$ cat src/rtl/key_command_conditioner.sv
// Key command conditioner: turns the four raw, active-low, bouncing KEY
// pushbuttons into clean commands for the SDRAM read/write master.
//
// Ports:
//   clk          system clock
//   reset_n      asynchronous active-low reset
//   key_n[3:0]   raw KEY pins, 0 = pressed; [3]=inc, [2]=dec, [1]=read, [0]=write
//   inc_addr     address-increment level with auto-repeat edges
//   dec_addr     address-decrement level with auto-repeat edges
//   read         one-cycle read request pulse
//   write        one-cycle write request pulse
//   key_pressed  debounced pressed state (1 = pressed), debug
//
// Per key: 2-flop synchroniser -> stable-count debouncer -> either a one-shot
// pulse (read/write) or a repeat FSM (inc/dec). All outputs are registered.
module key_command_conditioner #(
  parameter int unsigned DEBOUNCE_CYCLES = 500000,
  parameter bit          REPEAT_EN       = 1'b1,
  parameter int unsigned REPEAT_DELAY    = 25000000,
  parameter int unsigned REPEAT_PERIOD   = 5000000,
  parameter int unsigned CNT_W           = 25
) (
  input  logic       clk,
  input  logic       reset_n,
  input  logic [3:0] key_n,
  output logic       inc_addr,
  output logic       dec_addr,
  output logic       read,
  output logic       write,
  output logic [3:0] key_pressed
);

  localparam int unsigned N_KEYS = 4;
  localparam int unsigned N_RPT  = 2;

  localparam logic [CNT_W-1:0] DB_LAST   = CNT_W'(DEBOUNCE_CYCLES - 1);
  localparam logic [CNT_W-1:0] RD_LAST   = CNT_W'(REPEAT_DELAY - 1);
  localparam logic [CNT_W-1:0] HALF_LAST = CNT_W'(REPEAT_PERIOD / 2 - 1);
  localparam logic [CNT_W-1:0] CNT_ONE   = CNT_W'(1);

  typedef enum logic [1:0] {
    R_IDLE = 2'd0,
    R_HOLD = 2'd1,
    R_LO   = 2'd2,
    R_HI   = 2'd3
  } rpt_state_t;

  logic [N_KEYS-1:0] sync_q1;
  logic [N_KEYS-1:0] sync_q2;
  logic [N_KEYS-1:0] stable;
  logic [CNT_W-1:0]  db_cnt [N_KEYS];

  logic [N_KEYS-1:0] pressed;
  logic [N_KEYS-1:0] rise;

  rpt_state_t        rpt_state     [N_RPT];
  rpt_state_t        rpt_state_nxt [N_RPT];
  logic [CNT_W-1:0]  rpt_cnt       [N_RPT];
  logic [CNT_W-1:0]  rpt_cnt_nxt   [N_RPT];
  logic [N_RPT-1:0]  rpt_level_nxt;
  logic [N_RPT-1:0]  rpt_start;
  logic [N_RPT-1:0]  rpt_allow;

  // Two-flop synchroniser; released (1) out of reset.
  always_ff @(posedge clk or negedge reset_n) begin
    if (!reset_n) begin
      sync_q1 <= '1;
      sync_q2 <= '1;
    end else begin
      sync_q1 <= key_n;
      sync_q2 <= sync_q1;
    end
  end

  // Debounce: accept a new level only after DEBOUNCE_CYCLES consecutive
  // cycles of disagreement with the current stable level.
  always_ff @(posedge clk or negedge reset_n) begin
    if (!reset_n) begin
      stable <= '1;
      for (int i = 0; i < int'(N_KEYS); i++) begin
        db_cnt[i] <= '0;
      end
    end else begin
      for (int i = 0; i < int'(N_KEYS); i++) begin
        if (sync_q2[i] != stable[i]) begin
          if (db_cnt[i] >= DB_LAST) begin
            stable[i] <= sync_q2[i];
            db_cnt[i] <= '0;
          end else begin
            db_cnt[i] <= db_cnt[i] + CNT_ONE;
          end
        end else begin
          db_cnt[i] <= '0;
        end
      end
    end
  end

  // key_pressed doubles as the previous-cycle pressed state for edge detection.
  assign pressed = ~stable;
  assign rise    = pressed & ~key_pressed;

  // Channel 0 = inc (key 3), channel 1 = dec (key 2). Dec is forced idle while
  // inc is pressed and only restarts on a fresh dec press edge.
  assign rpt_start = {rise[2], rise[3]};
  assign rpt_allow = {pressed[2] & ~pressed[3], pressed[3]};

  // Repeat FSM next-state and counter logic for both channels.
  always_comb begin
    for (int c = 0; c < int'(N_RPT); c++) begin
      rpt_state_nxt[c] = rpt_state[c];
      rpt_cnt_nxt[c]   = rpt_cnt[c];
      rpt_level_nxt[c] = 1'b0;

      if (!rpt_allow[c]) begin
        rpt_state_nxt[c] = R_IDLE;
        rpt_cnt_nxt[c]   = '0;
      end else begin
        case (rpt_state[c])
          R_IDLE: begin
            if (rpt_start[c]) begin
              rpt_state_nxt[c] = R_HOLD;
              rpt_cnt_nxt[c]   = '0;
            end
          end
          R_HOLD: begin
            // Without repeat the counter parks at RD_LAST instead of wrapping.
            if (rpt_cnt[c] >= RD_LAST) begin
              if (REPEAT_EN) begin
                rpt_state_nxt[c] = R_LO;
                rpt_cnt_nxt[c]   = '0;
              end
            end else begin
              rpt_cnt_nxt[c] = rpt_cnt[c] + CNT_ONE;
            end
          end
          R_LO: begin
            if (rpt_cnt[c] >= HALF_LAST) begin
              rpt_state_nxt[c] = R_HI;
              rpt_cnt_nxt[c]   = '0;
            end else begin
              rpt_cnt_nxt[c] = rpt_cnt[c] + CNT_ONE;
            end
          end
          R_HI: begin
            if (rpt_cnt[c] >= HALF_LAST) begin
              rpt_state_nxt[c] = R_LO;
              rpt_cnt_nxt[c]   = '0;
            end else begin
              rpt_cnt_nxt[c] = rpt_cnt[c] + CNT_ONE;
            end
          end
          default: begin
            rpt_state_nxt[c] = R_IDLE;
            rpt_cnt_nxt[c]   = '0;
          end
        endcase
      end

      rpt_level_nxt[c] = (rpt_state_nxt[c] == R_HOLD) || (rpt_state_nxt[c] == R_HI);
    end
  end

  // Repeat FSM state, counters and all registered outputs.
  always_ff @(posedge clk or negedge reset_n) begin
    if (!reset_n) begin
      for (int c = 0; c < int'(N_RPT); c++) begin
        rpt_state[c] <= R_IDLE;
        rpt_cnt[c]   <= '0;
      end
      key_pressed <= '0;
      read        <= 1'b0;
      write       <= 1'b0;
      inc_addr    <= 1'b0;
      dec_addr    <= 1'b0;
    end else begin
      for (int c = 0; c < int'(N_RPT); c++) begin
        rpt_state[c] <= rpt_state_nxt[c];
        rpt_cnt[c]   <= rpt_cnt_nxt[c];
      end
      key_pressed <= pressed;
      // Read wins when both press edges land in the same cycle.
      read        <= rise[1];
      write       <= rise[0] & ~rise[1];
      inc_addr    <= rpt_level_nxt[0];
      dec_addr    <= rpt_level_nxt[1];
    end
  end

endmodule
$ cat config.mk
export PLATFORM = sky130hd
export DESIGN_NAME = key_command_conditioner
export DESIGN_NICKNAME = d
export VERILOG_FILES = /design/src/rtl/key_command_conditioner.sv
export SDC_FILE = /design/constraint.sdc
export NUM_CORES = 1
export LEC_CHECK = 0
export ABC_AREA = 1
export CELL_PAD_IN_SITES_DETAIL_PLACEMENT = 1
export CELL_PAD_IN_SITES_GLOBAL_PLACEMENT = 1
export CORE_MARGIN = 4
export CORE_UTILIZATION = 50
export CTS_BUF_LIST = sky130_fd_sc_hd__clkbuf_16
export CTS_CLUSTER_SIZE = 28
export DETAILED_ROUTE_END_ITERATION = 8
export PLACE_DENSITY = 0.84
export SLEW_MARGIN = 20
export SYNTH_ARGS = -nofsm -noshare
export SYNTH_HDL_FRONTEND = slang
export SYNTH_SLANG_ARGS = --single-unit
$ cat constraint.sdc
create_clock -name clk -period 4.9 [get_ports clk]
set_input_delay 0.735 -clock clk [delete_from_list [all_inputs] [get_ports clk]]
set_output_delay 0.735 -clock clk [all_outputs]
set_load 0.01 [all_outputs]
# [Word-level counts from Yosys, hierarchy flattened]
# Index checks and enable logic that the tools add are counted.
[word_totals] register_bits=174 inputBits=6 output_inout_bits=8
[classes] add_sub_neg=6 n_lt_le_gt_ge=8 n_eq_ne=16 muxes=30 n_bitwise=7 n_reduce_logical=10
[op_table] cell="25-bit two-way mux" count=16
[op_table] cell="25-bit by 1-bit adder with 25-bit output (second input constant)" count=6
[op_table] cell="25-bit case mux with 3 select lines" count=2
[op_table] cell="25-bit by 19-bit >= comparator with 1-bit output (second input constant)" count=4
[op_table] cell="25-bit by 22-bit >= comparator with 1-bit output (second input constant)" count=2
[op_table] cell="25-bit >= comparator (second input constant)" count=2
[op_table] cell="2-bit two-way mux" count=10
[op_table] cell="2-bit case mux with 4 select lines" count=2
[op_table] cell="2-bit equality test (second input constant)" count=6
[op_table] cell="2-bit by 1-bit equality test with 1-bit output (second input constant)" count=4
[op_table] cell="4-bit inverter" count=2
[op_table] cell="2-bit AND reduction" count=4
[op_table] cell="3-bit != test (second input constant)" count=2
[op_table] cell="4-bit bitwise AND" count=1
[op_table] cell="2-bit zero test" count=2
[op_table] cell="1-bit != test" count=4
[op_table] cell="2-bit OR reduction" count=2
[op_table] cell="1-bit bitwise AND" count=2
[op_table] cell="1-bit logical OR" count=2
[op_table] cell="1-bit inverter" count=2

# [Logic depth before layout (Yosys ltp)]
[logic_depth] word_depth=7 ltp_mapped=14 ltp_nobuf=12

# [Least setup slack after synthesis]
# OpenSTA, ideal clock, no wires.
[synth_path] path_kind="flip-flop to flip-flop" startpoint="register db_cnt[75] (netlist name)" endpoint="register db_cnt[89] (netlist name)" arrival_ps=1485 path_slack_ps=3289 stages_incl_launch_ff=10 path_cell_list="dfrtp_1 ha_1 nand3_1 nor2_1 nand4_1 or2_1 nor2_1 nand3_1 o21ai_0 nor2_1"
[synth_via] elab_chain_len=3 word_cells_on_any_way=4 cone_classes="1 x add/sub; 1 x order compare; 2 x mux"
[synth_rtl] element="start: declaration" line_no="51" source="logic [CNT_W-1:0] db_cnt [N_KEYS];"
[synth_rtl] element="start signal: indexed assignment" line_no="90" source="db_cnt[i] <= db_cnt[i] + CNT_ONE;"
[synth_rtl] element="25-bit by 1-bit adder with 25-bit output or 25-bit by 19-bit >= comparator with 1-bit output (tied branches)" line_no="90, 86"
[synth_rtl] element="25-bit two-way mux *" line_no="86" source="if (db_cnt[i] >= DB_LAST) begin"
[synth_rtl] element="25-bit two-way mux *" line_no="85" source="if (sync_q2[i] != stable[i]) begin"
# Every way passes the cells marked *; elsewhere a longest branch is shown, timed or not.
# A chain may end at the register's enable or synchronous reset.

# [Final worst setup path]
[layout_path] startpoint="register dec_addr" endpoint="output port dec_addr"
[layout_lines] element="start: declaration" line_no="27" source="output logic dec_addr,"
[layout_lines] element="start signal: assignment" line_no="186" source="dec_addr <= rpt_level_nxt[1];"
# No word-level cell between the ends.

==> results.ini <==
[status]
outcome=complete, no violations

[setup_path]
cp_data_arrival_time_ns=1.52
cp_slowest_stage_delay_ns=0.59
path_cells=clkdlybuf4s50_1
crit_family=buffers and inverters
setup.worst_path.start_class=register
cp_num_buf_inv=1
path_class=register to primary output
end_kind=primary output
crit_path_max_fanout=6
worstPathRequired_ns=4.16
slowest_stage=clkdlybuf4s50_1

[sta]
finalCritPeriodShare_pct=46.07
setup_viol=0
rsz0062_at_grt=no
skew_ns=0.01338
slew_viol_final=0
fin_crit_ns=2.257
max_slew_margin_pct=40.61
worstMarginPinSlew_ns=0.8909
fmax_mhz=443.0
final.setup.tns_ns=0
timing.final.hold_violations=0
whs_ns=0.3574

[yosys]
ys_types=39
syn_inst=1316
synth-edff-count=0
synthFlopType=dfrtp_1
synth_warnings=0
synthTopCellsByArea=dfrtp_1 40%, nand2_1 13%, nor2_1 8.9%
netlist_area_mm2=0.009925
yosysTopAreaCellShare_pct=40.34
yosysSeqAreaShare_pct=43.52
synth_top_area_cell=dfrtp_1
synthArstFlopShare_pct=100.0
ys_ff_latch=172
synth_area_per_cell_um2=7.541

[place]
place.gp.congestion=0.8741
port_buffers=13
hpwl_mm=18.15

[die]
start_util_pct=50.99
io_pins=14
die_h_um=148.9
die_w_um=148.9
rows=51
core_region_area_mm2=0.01946
die_area_mm2=0.02217

[cts]
cts_root_buf=clkbuf_16
numCtsBuffers=17
clkSinkCount=172
cts_resized=0
cts_buffer_depth=2
holdBufCountCts=0
cts_tree=built
cts_setup_buffers=0
htree_num_levels=4
worstSkewPairLatency_ns=0.44
clkTransAtPathRegs_ns=0.07

[cells_and_area]
fill_cells=2481
fin_nets=1359
syn_to_final_growth_pct=10.16
layout_common_cells=340 x nand2_1, 234 x nor2_1, 160 x dfrtp_1, 137 x inv_1, 99 x nand3_1
drive_gt1_share_pct=8.162
diodes=0
final_common_cell=nand2_1

[grt]
antenna_found_initial=0
grt_pass1_wl_mm=44.53
grt_max_degree=97
overflow=0
grt_util_all_layers_pct=24.50
grt_pass1_vias=9417

[power]
power.density_mw_per_mm2=271.7
p_total_w=0.002970
leakage_nw=4.875
irDropWorstVdd_uv=231.7

[routing]
routedWlPerCell_um=15.74
final_antenna_net_count=0
first_pass_iters=4
drc_errors=0
vias=8588
drt_iter0_markers=374
vias_per_cell=5.285
routed_wl_mm=25.58

[flow_run]
drv_cap=0

[worst_hold_path]
worstHoldPathType=primary input to asynchronous set/reset pin

[state kept, by name, indices dropped and copies added, names as in the netlist, 2 cells and up]
signal,flops
db_cnt,100
key_pressed,4
rpt_cnt,50
rpt_state,2
stable,4
sync_q1,4
sync_q2,4
[worst paths after layout]
check                           slack, ns        from  cells past startpoint         end
worst max-delay path                 2.64    dec_addr                      1    dec_addr
worst min-delay path                 0.36     reset_n                      1  db_cnt[88]
worst max register to register       2.74  db_cnt[50]                      8  db_cnt[52]
worst min register to register       0.36  sync_q1[3]                      0  sync_q2[3]
max in group asynchronous            3.44     reset_n                      2  sync_q1[2]
min in group clk                     0.36  sync_q1[3]                      0  sync_q2[3]
[power by group]
| part | total (W) | internal, W | switching, W | leakage, nW |
|---|---|---|---|---|
| Combinational | 0.000105 | 0.0000253 | 0.0000801 | 2.29 |
| Clock | 0.00140 | 0.000804 | 0.000600 | 0.296 |
| Sequential | 0.00146 | 0.00144 | 0.0000164 | 2.29 |
| Total | 0.00297 | 0.00227 | 0.000697 | 4.88 |
[area by class of cell]
cell class | count | area (µm²) | share of cell area [%]
clock buffers | 17 | 425.4 | 3.891
clock inverters | 15 | 172.7 | 1.579
inverters | 142 | 533.0 | 4.875
multi-input cells | 997 | 4990 | 45.64
flip-flops and latches | 172 | 4319 | 39.51
well taps | 265 | 331.6 | 3.033
repair buffers | 17 | 161.4 | 1.476
[layer usage]
layer,global-route usage [%],wire length [µm]
met3,3.981,640
met1,30.89,11460
met4,7.185,481
met2,43.45,12990
met5,0,0
[cells in the mapped netlist (all sizes together), types with 2 or more instances]
cell type,number
nor2,249
ha,6
clkbuf,5
nand4,40
buf,23
nand2,346
a31oi,2
dfstp,12
xor2,71
nor3,45
dfrtp,160
a21boi,2
o21ai,29
xnor2,21
nand3,125
inv,142
nand3b,3
a21oi,12
nor4,16
[kinds of logic (layout without fill, tap and decap cells)]
group / Yosys count / count (layout) / synth area share [%]
xor gates and xnor gates: 92 / 92 / 8.119
DFF: 172 / 172 / 43.52
other: 1 / 24 / 0.03779
adders and majority gates: 6 / 6 / 0.7564
AOI/OAI and AO/OA: 49 / 49 / 2.673
buffers and inverters: 170 / 191 / 7.186
and+or+nand+nor: 826 / 826 / 37.71
[metrics by stage]
| stage | instances | setup slack [ns] | util, % | area (µm²) |
|---|---|---|---|---|
| final | 1625 | 2.643 | 56.17 | 10930 |
| after global routing | 1625 | 2.521 | 56.17 | 10930 |
| after CTS | 1625 | 2.622 | 56.14 | 10930 |
| after detailed placement | 1593 | 2.827 | 53.06 | 10330 |
| after global placement | 1593 | 2.884 | 53.06 | 10330 |
| after floorplan | 1339 | 3.289 | - | 10010 |
Note: power is estimated with default switching activity, not from simulation.
